<file path="src/rtl/ham_pkg.sv">
// Shared definitions for the extended-Hamming (SEC-DED) decoder family.
//   par_w(data_w)  : number of Hamming parity bits for data_w data bits
//   is_pow2(x)     : true when x is a power of two (parity-bit positions)
//   data_pos(idx)  : Hamming position of data bit idx (3, 5, 6, 7, 9, ...)
//   ham_status_e   : per-word decode result
package ham_pkg;

   typedef enum logic [1:0] {
      HAM_OK     = 2'b00,
      HAM_CORR   = 2'b01,
      HAM_UNCORR = 2'b10
   } ham_status_e;

   // Smallest r with 2^r >= data_w + r + 1. Scanned downwards so the last hit is the minimum.
   function automatic int par_w(input int data_w);
      int r;
      r = 0;
      for (int i = 30; i >= 1; i--) begin
         if ((1 << i) >= data_w + i + 1) r = i;
      end
      return r;
   endfunction

   function automatic bit is_pow2(input int x);
      return (x > 0) && ((x & (x - 1)) == 0);
   endfunction

   // Data bits fill the non-power-of-two positions in ascending order.
   function automatic int data_pos(input int idx);
      int pos;
      int n;
      pos = 0;
      n   = 0;
      for (int k = 1; k < idx + 40; k++) begin
         if (!is_pow2(k)) begin
            if (n == idx && pos == 0) pos = k;
            n++;
         end
      end
      return pos;
   endfunction

endpackage

</file>
<file path="src/rtl/ham_syndrome.sv">
// Combinational syndrome / overall-parity generator for an extended Hamming codeword.
//   cw_i       : codeword, bit 0 = overall parity, bit k>=1 = Hamming position k
//   syndrome_o : XOR of all positions k>=1 whose bit is set
//   parity_o   : XOR of every codeword bit (0 = even parity holds)
module ham_syndrome
   import ham_pkg::*;
#(
   parameter  int unsigned DATA_W = 4,
   localparam int unsigned PAR_W  = int'(par_w(int'(DATA_W))),
   localparam int unsigned CW     = DATA_W + PAR_W + 1
) (
   input  logic [CW-1:0]    cw_i,
   output logic [PAR_W-1:0] syndrome_o,
   output logic             parity_o
);

   always_comb begin
      syndrome_o = '0;
      for (int unsigned k = 1; k < CW; k++) begin
         if (cw_i[k]) syndrome_o = syndrome_o ^ PAR_W'(k);
      end
      parity_o = ^cw_i;
   end

endmodule

</file>
<file path="src/rtl/ham_secded_decoder.sv">
// Two-stage pipelined SEC-DED decoder with valid/ready handshakes and saturating statistics.
//   clk, rst                  : clock, asynchronous active-high reset
//   in_valid_i / in_ready_o   : input handshake; cw_i and correct_en_i sampled together
//   out_valid_o / out_ready_i : output handshake; data_o, syndrome_o, status_o
//   clr_cnt_i                 : synchronous clear of the statistics counters
//   corr_cnt_o, uncorr_cnt_o  : saturating counts of CORRECTED / UNCORRECTABLE words delivered
module ham_secded_decoder
   import ham_pkg::*;
#(
   parameter  int unsigned DATA_W = 4,
   parameter  int unsigned CNT_W  = 16,
   localparam int unsigned PAR_W  = int'(par_w(int'(DATA_W))),
   localparam int unsigned CW     = DATA_W + PAR_W + 1
) (
   input  logic              clk,
   input  logic              rst,
   input  logic              in_valid_i,
   output logic              in_ready_o,
   input  logic [CW-1:0]     cw_i,
   input  logic              correct_en_i,
   output logic              out_valid_o,
   input  logic              out_ready_i,
   output logic [DATA_W-1:0] data_o,
   output logic [PAR_W-1:0]  syndrome_o,
   output logic [1:0]        status_o,
   input  logic              clr_cnt_i,
   output logic [CNT_W-1:0]  corr_cnt_o,
   output logic [CNT_W-1:0]  uncorr_cnt_o
);

   localparam logic [CNT_W-1:0] CntMax = '1;

   // Whole pipeline moves as one; a stalled output freezes both stages.
   logic en;
   assign en         = !out_valid_o || out_ready_i;
   assign in_ready_o = en;

   // Stage 0 -> 1: syndrome and parity of the incoming word
   logic [PAR_W-1:0] syn;
   logic             par;

   ham_syndrome #(
      .DATA_W(DATA_W)
   ) u_syndrome (
      .cw_i      (cw_i),
      .syndrome_o(syn),
      .parity_o  (par)
   );

   logic             s1_valid_q;
   logic [CW-1:0]    s1_cw_q;
   logic [PAR_W-1:0] s1_syn_q;
   logic             s1_par_q;
   logic             s1_ce_q;

   // Stage 1 decode
   ham_status_e       status_d;
   logic              flip;
   logic [CW-1:0]     cw_fix;
   logic [DATA_W-1:0] data_d;

   always_comb begin
      status_d = HAM_OK;
      flip     = 1'b0;
      if (s1_syn_q == '0) begin
         // Only the overall parity bit can be wrong; data is intact.
         status_d = s1_par_q ? HAM_CORR : HAM_OK;
      end else if (!s1_par_q || (s1_syn_q > PAR_W'(CW - 1))) begin
         // Even parity with a syndrome means two errors; an out-of-range
         // syndrome can only occur for shortened codes.
         status_d = HAM_UNCORR;
      end else begin
         status_d = HAM_CORR;
         flip     = s1_ce_q;
      end

      cw_fix = s1_cw_q;
      for (int unsigned k = 1; k < CW; k++) begin
         if (flip && (s1_syn_q == PAR_W'(k))) cw_fix[k] = ~cw_fix[k];
      end
   end

   for (genvar i = 0; i < DATA_W; i++) begin : g_data
      assign data_d[i] = cw_fix[data_pos(i)];
   end

   // Stage 2 output registers
   logic              out_valid_q;
   logic [DATA_W-1:0] data_q;
   logic [PAR_W-1:0]  syn_q;
   ham_status_e       status_q;

   always_ff @(posedge clk or posedge rst) begin
      if (rst) begin
         s1_valid_q  <= 1'b0;
         s1_cw_q     <= '0;
         s1_syn_q    <= '0;
         s1_par_q    <= 1'b0;
         s1_ce_q     <= 1'b0;
         out_valid_q <= 1'b0;
         data_q      <= '0;
         syn_q       <= '0;
         status_q    <= HAM_OK;
      end else if (en) begin
         s1_valid_q <= in_valid_i;
         if (in_valid_i) begin
            s1_cw_q  <= cw_i;
            s1_syn_q <= syn;
            s1_par_q <= par;
            s1_ce_q  <= correct_en_i;
         end
         out_valid_q <= s1_valid_q;
         // Keep the last delivered result on the outputs across bubbles.
         if (s1_valid_q) begin
            data_q   <= data_d;
            syn_q    <= s1_syn_q;
            status_q <= status_d;
         end
      end
   end

   assign out_valid_o = out_valid_q;
   assign data_o      = data_q;
   assign syndrome_o  = syn_q;
   assign status_o    = status_q;

   // Statistics: counted at the output handshake, saturating, clear loads this cycle's increment
   logic             out_hs;
   logic             corr_inc;
   logic             uncorr_inc;
   logic [CNT_W-1:0] corr_q, corr_d;
   logic [CNT_W-1:0] uncorr_q, uncorr_d;

   assign out_hs     = out_valid_q && out_ready_i;
   assign corr_inc   = out_hs && (status_q == HAM_CORR);
   assign uncorr_inc = out_hs && (status_q == HAM_UNCORR);

   always_comb begin
      corr_d   = corr_q;
      uncorr_d = uncorr_q;
      if (clr_cnt_i) begin
         corr_d   = CNT_W'(corr_inc);
         uncorr_d = CNT_W'(uncorr_inc);
      end else begin
         if (corr_inc && (corr_q != CntMax))     corr_d   = corr_q + 1'b1;
         if (uncorr_inc && (uncorr_q != CntMax)) uncorr_d = uncorr_q + 1'b1;
      end
   end

   always_ff @(posedge clk or posedge rst) begin
      if (rst) begin
         corr_q   <= '0;
         uncorr_q <= '0;
      end else begin
         corr_q   <= corr_d;
         uncorr_q <= uncorr_d;
      end
   end

   assign corr_cnt_o   = corr_q;
   assign uncorr_cnt_o = uncorr_q;

endmodule

</file>
<file path="config.mk">
export PLATFORM = sky130hd
export DESIGN_NAME = ham_secded_decoder
export DESIGN_NICKNAME = d
export VERILOG_FILES = /design/src/rtl/ham_pkg.sv /design/src/rtl/ham_syndrome.sv /design/src/rtl/ham_secded_decoder.sv
export SDC_FILE = /design/constraint.sdc
export NUM_CORES = 1
export LEC_CHECK = 0
export BUFFER_PORTS_ARGS = -buffer_cell sky130_fd_sc_hd__buf_4
export CORE_MARGIN = 2
export CORE_UTILIZATION = 35
export CTS_BUF_LIST = sky130_fd_sc_hd__clkbuf_16
export DETAILED_ROUTE_END_ITERATION = 8
export PLACE_DENSITY = 0.64
export SYNTH_ARGS = -nofsm -noshare
export SYNTH_HDL_FRONTEND = slang
export SYNTH_SLANG_ARGS = --single-unit
</file>
<file path="constraint.sdc">
create_clock -name clk -period 2.1 [get_ports clk]
set_clock_uncertainty 0.05 [all_clocks]
set_input_delay 0.42 -clock clk [delete_from_list [all_inputs] [get_ports clk]]
set_output_delay 0.42 -clock clk [all_outputs]
set_load 0.02 [all_outputs]
</file>
==> results of run 1 <==
flip-flops by register name, summed over array words and instances (netlist names), 2 cells and up:
name,flops
corr_cnt_o,16
syndrome_o,3
s1_syn_q,3
uncorr_cnt_o,16
status_o,2
s1_cw_q,4
data_o,4
cells by family (layout without fill, tap and decap cells):
logic type	count (synthesis)	after routing
AND/OR/NAND/NOR	103	103
adder cells (fa/ha/maj)	2	2
XOR/XNOR	15	15
flip-flops	52	52
multiplexers	11	11
AO/OA/AOI/OAI	70	70
buffers and inverters	16	89
repair_timing:
item / CTS / global route
gates resized for setup: 0 / 3
endpoints found under the setup margin: 0 / 5
setup buffers: 0 / 0
synth_stat cells, types with 3 or more instances:
cell type / instances
a21oi_1: 24
and4_1: 3
clkbuf_1: 7
dfrtp_1: 52
inv_1: 7
mux2_2: 11
nand2_1: 24
nand3_1: 15
nand4_1: 6
nor2_1: 4
nor3_1: 8
nor4_1: 5
o211ai_1: 3
o21ai_0: 18
o311ai_0: 4
o31ai_1: 12
o41ai_1: 5
or3_1: 8
or4_1: 14
xnor2_1: 11
xor2_1: 4
per-stage QoR:
step / instances / worst slack (ns) / area [um^2] / hold slack (ns) / utilization
after floorplan: 269 / 0.00508 / 2720 / 0.386 / -
after global placement: 436 / 0.0671 / 3370 / 0.402 / 0.443
after detailed placement: 436 / 0.0134 / 3370 / 0.401 / 0.443
after CTS: 444 / 0.0649 / 3510 / 0.153 / 0.461
after global routing: 444 / 0.00373 / 3510 / 0.174 / 0.462
final: 444 / 0.117 / 3510 / 0.134 / 0.462
cell type report:
class,instances,area (um^2)
clock buffer,5,125
timing repair buffer,74,568
tap,102,128
fill,734,4090
sequential,52,1310
clock inverter,3,12.5
inverter,7,26.3
multi-input combinational,201,1350
worst min path at each step:
stage                     cells after the start       endpoint
final                                         2  corr_cnt_o[3]
after global routing                          2  corr_cnt_o[3]
after global placement                        2    out_valid_o
after floorplan                               2    out_valid_o
after CTS                                     2  corr_cnt_o[3]
after detailed placement                      2    out_valid_o
critical path, cell delays in order, from the launching register on:
cell and delay [ns]:
dfrtp_2 0.45, nand4b_1 0.21, buf_4 0.20, or3_1 0.46, or3_1 0.36, a21oi_1 0.17
per-layer routing:
| layer | track usage | part of all wire | routed length (um) |
|---|---|---|---|
| met5 | 0 | 0 | 0 |
| met4 | 0.0336 | 0.0075 | 48 |
| met3 | 0.0419 | 0.055 | 347 |
| met2 | 0.251 | 0.47 | 3010 |
| met1 | 0.213 | 0.46 | 2960 |
power breakdown:
group,internal (mW),switching [mW]
clock network,0.431,0.340
registers,1.14,0.130
logic,0.324,0.360
==> flow_summary.yaml, run 1 <==
grt:
  grtUsageTotal: 0.156
  grt_antenna_before_repair: 0
  grt_max_degree: 34
  grt_pass1_vias: 2257
  grt_pass1_wl_um: 10900
  overflow: 0
floorplanning:
  start_util: 0.355
  die_x_um: 91.8
  coreArea_mm2: 0.00761
  num_rows: 32
  dieArea_mm2: 0.00843
  io_pins: 57
  fp.dieH_um: 91.8
sta:
  layout_min_cycle_time_ns: 1.98
  finalHoldViolCount: 0
  fmax_mhz: 504
  drv_slew: 0
  rsz0062_at_grt: "false"
  relSlewSlack: 0.622
  fin_crit_sh: 0.944
  worst_pin_slew_ns: 0.562
  setup_tns_ns: 0
  setup_violations: 0
setup_path:
  worstPathRequired_ns: 2.25
  cp-startpoint: "status_o[0]"
  critical_path.max_fanout: 13
  r2r_setup_slack_ns: 0.12
  endpoint: "uncorr_cnt_o[10]"
  start_kind: "flop"
  r2r_start: "status_o[0]"
  crit_arrival_ns: 2.14
  r2r_cells: 5
  end_kind: "flop"
  worstReg2RegEnd: "uncorr_cnt_o[10]"
  path_class: "reg2reg"
synth:
  async_flop_share: 1.00
  synth_mux_area_frac: 0.0459
  synthCells: 269
  synth.area.top_cells: "dfrtp_1 48%, mux2_2 4.6%, a21oi_1 4.4%"
  synth-edff-count: 0
  synth_compound_area_frac: 0.161
  synth_top_cell_area_share: 0.482
  synth_cell_type_count: 40
  synth_top_family_by_area: "simple AND/OR/NAND/NOR gates"
  synth_seq_area_share: 0.482
  synth-xor-area-share: 0.0487
  ys.flop_type: "dfrtp_1"
  synthAdderAreaFrac: 0.00927
  yosys.area_share.simple: 0.227
  yosysWarningCount: 0
  ys_seq_elements: 52
  synth.avg_cell_area_um2: 10.0
  syn-cell-area_mm2: 0.00270
  synth_nets: 285
  yosysTopAreaCell: "dfrtp_1"
place:
  gp_congestion: 0.782
  dp_hpwl_um: 4680
  port_buffers: 56
hold_path:
  hold_class: "in2async"
status:
  status: "complete, no violations"
layout:
  final_common_cell: "buf_4"
  n_antenna_cell: 0
  syn2layout_area_growth_pct: 30.2
  final_cell_mix: "73 x buf_4, 49 x dfrtp_1, 24 x nand2_1, 24 x a21oi_1, 18 x o21ai_0"
  drive_gt1_frac: 0.304
  fin_nets: 357
route:
  drc: 0
  wl_per_cell_um: 14.3
  routed_wl_um: 6360
  drtIter0Drc: 157
  vias_per_cell: 5.42
  vias: 2405
  dr.pass1.iters: 4
  antenna_left: 0
power_and_ir_drop:
  power.leakage_nw: 1.48
  ir_worst_vdd_uv: 499
  p_per_area_mw_per_mm2: 775
  finalPower_mw: 2.73
clocking:
  clk_pin_slew_worst_paths_ns: 0.07
  ctsHtreeMaxLevel: 2
  clk_latency_ns: 0.28
  root_buffer: "clkbuf_16"
  tritoncts: "yes"
  postCtsHoldBufs: 0
  numCtsBuffers: 5
  cts_buffer_depth: 2
  cts.sinks: 52
flow_run:
  max-cap-violations: 0
(Power assumes the default switching activity.)
==> run 2, diff against run 1 <==
GPL_ROUTABILITY_DRIVEN = 0   (was unset)
REMOVE_ABC_BUFFERS = 1   (was unset)
==> flow_summary.yaml, run 2 (synthesized netlist as in run 1, its figures left out) <==
clocking:
  post_cts_resized: 0
  post_cts.repair.setup_buffers: 0
  root_buffer: "clkbuf_16"
  clk_latency_ns: 0.29
  cts.sinks: 52
  ctsHtreeMaxLevel: 2
  cts_buffer_depth: 2
  clk_pin_slew_worst_paths_ns: 0.07
  tritoncts: "yes"
  numCtsBuffers: 5
  postCtsHoldBufs: 0
setup_path:
  end_kind: "flop"
  critical_path.max_fanout: 8
  crit_slowest_cell: "or4_4"
  crit_chain: "nand4_4, or4_4, or4_1, a21oi_1"
  start_kind: "flop"
  crit_arrival_ns: 2.15
  worstPathRequired_ns: 2.27
  max_stage_delay_ns: 0.62
  path_class: "reg2reg"
power_and_ir_drop:
  power.leakage_nw: 1.51
  ir_worst_vdd_uv: 408
  p_per_area_mw_per_mm2: 802
sta:
  layout_min_cycle_time_ns: 1.98
  setup_violations: 0
  fin_crit_sh: 0.942
  worst_pin_slew_ns: 0.565
  rsz0062_at_grt: "false"
  setup_tns_ns: 0
  drv_slew: 0
  relSlewSlack: 0.620
  finalHoldViolCount: 0
  fmax_mhz: 505
layout:
  fin_nets: 364
  stdcell_area_mm2: 0.00359
  syn2layout_area_growth_pct: 32.9
  n_antenna_cell: 0
  final_cell_mix: "80 x buf_4, 51 x dfrtp_1, 24 x nand2_1, 24 x a21oi_1, 18 x o21ai_0"
  final_common_cell: "buf_4"
  stdcell_count: 451
  drive_gt1_frac: 0.318
grt:
  grtUsageMet3: 0.0353
  grt_antenna_before_repair: 0
  overflow: 0
  busiest_layer: "met2"
  grtUsageTotal: 0.161
  use_met2: 0.260
  grt_pass1_vias: 2357
  grtUsageMet1: 0.216
  grt_max_degree: 53
  grt_pass1_wl_um: 11200
floorplanning:
  num_rows: 32
  coreArea_mm2: 0.00761
  start_util: 0.355
  dieArea_mm2: 0.00843
  io_pins: 57
  fp.dieH_um: 91.8
  die_x_um: 91.8
route:
  wl_per_cell_um: 14.1
  vias_per_cell: 5.33
  antenna_left: 0
  drtIter0Drc: 98
  drc: 0
  vias: 2406
  dr.pass1.iters: 5
  routed_wl_um: 6360
place:
  dp.cells: 443
  dp_hpwl_um: 4610
  port_buffers: 56
  dpl-instance-area_mm2: 0.00341
status:
  status: "complete, no violations"
flow_run:
  max-cap-violations: 0
hold_path:
  hold_class: "in2async"
[run 2: path summary, 6_finish.rpt]
check / end / slack, ns / cells after the start / startpoint
max in group asynchronous: corr_cnt_o[6] / 1.62 / 3 / rst
hold / removal: data_o[3] / 0.11 / 3 / rst
setup / recovery: corr_cnt_o[11] / 0.12 / 4 / corr_cnt_o[3]
setup reg to reg: corr_cnt_o[11] / 0.12 / 4 / corr_cnt_o[3]
min in group clk: s1_ce_q / 0.31 / 2 / correct_en_i
hold reg to reg: out_valid_o / 0.43 / 2 / s1_valid_q
[run 2: layout make-up]
| type | count | area, um^2 |
|---|---|---|
| clock buffers | 5 | 125 |
| repair buffers | 81 | 621 |
| inverters | 7 | 26.3 |
| fillers | 764 | 4020 |
| flip-flops and latches | 52 | 1300 |
| multi-input cells | 201 | 1340 |
| clock inverters | 3 | 46.3 |
| well taps | 102 | 128 |
[run 2: layer usage]
metal / wire [um] / share of wire
met5: 0 / 0
met4: 68 / 0.011
met3: 314 / 0.049
met2: 3030 / 0.48
met1: 2950 / 0.46
[run 2: power by group]
group,internal [mW],switching [mW]
registers,1.14,0.130
clock network,0.567,0.381
logic,0.316,0.347
total,2.02,0.858
[run 2: metrics by stage]
stage | setup WS, ns | power, mW | hold slack, ns | utilization
floorplan | -0.528 | 1.63 | 0.386 | -
global placement | 0.0558 | 1.95 | 0.400 | 0.448
detailed placement | 0.00630 | 1.96 | 0.415 | 0.448
CTS | 0.0162 | 2.91 | 0.132 | 0.471
global route | 0.0236 | 3.03 | 0.143 | 0.472
finish | 0.121 | 2.88 | 0.109 | 0.472
[run 2: worst max-delay path: cells and delay by family (launching register included)]
family,cells,cell delay [ns]
AOI/OAI and AO/OA,1,0.15
DFF,1,0.41
and+or+nand+nor,3,1.31
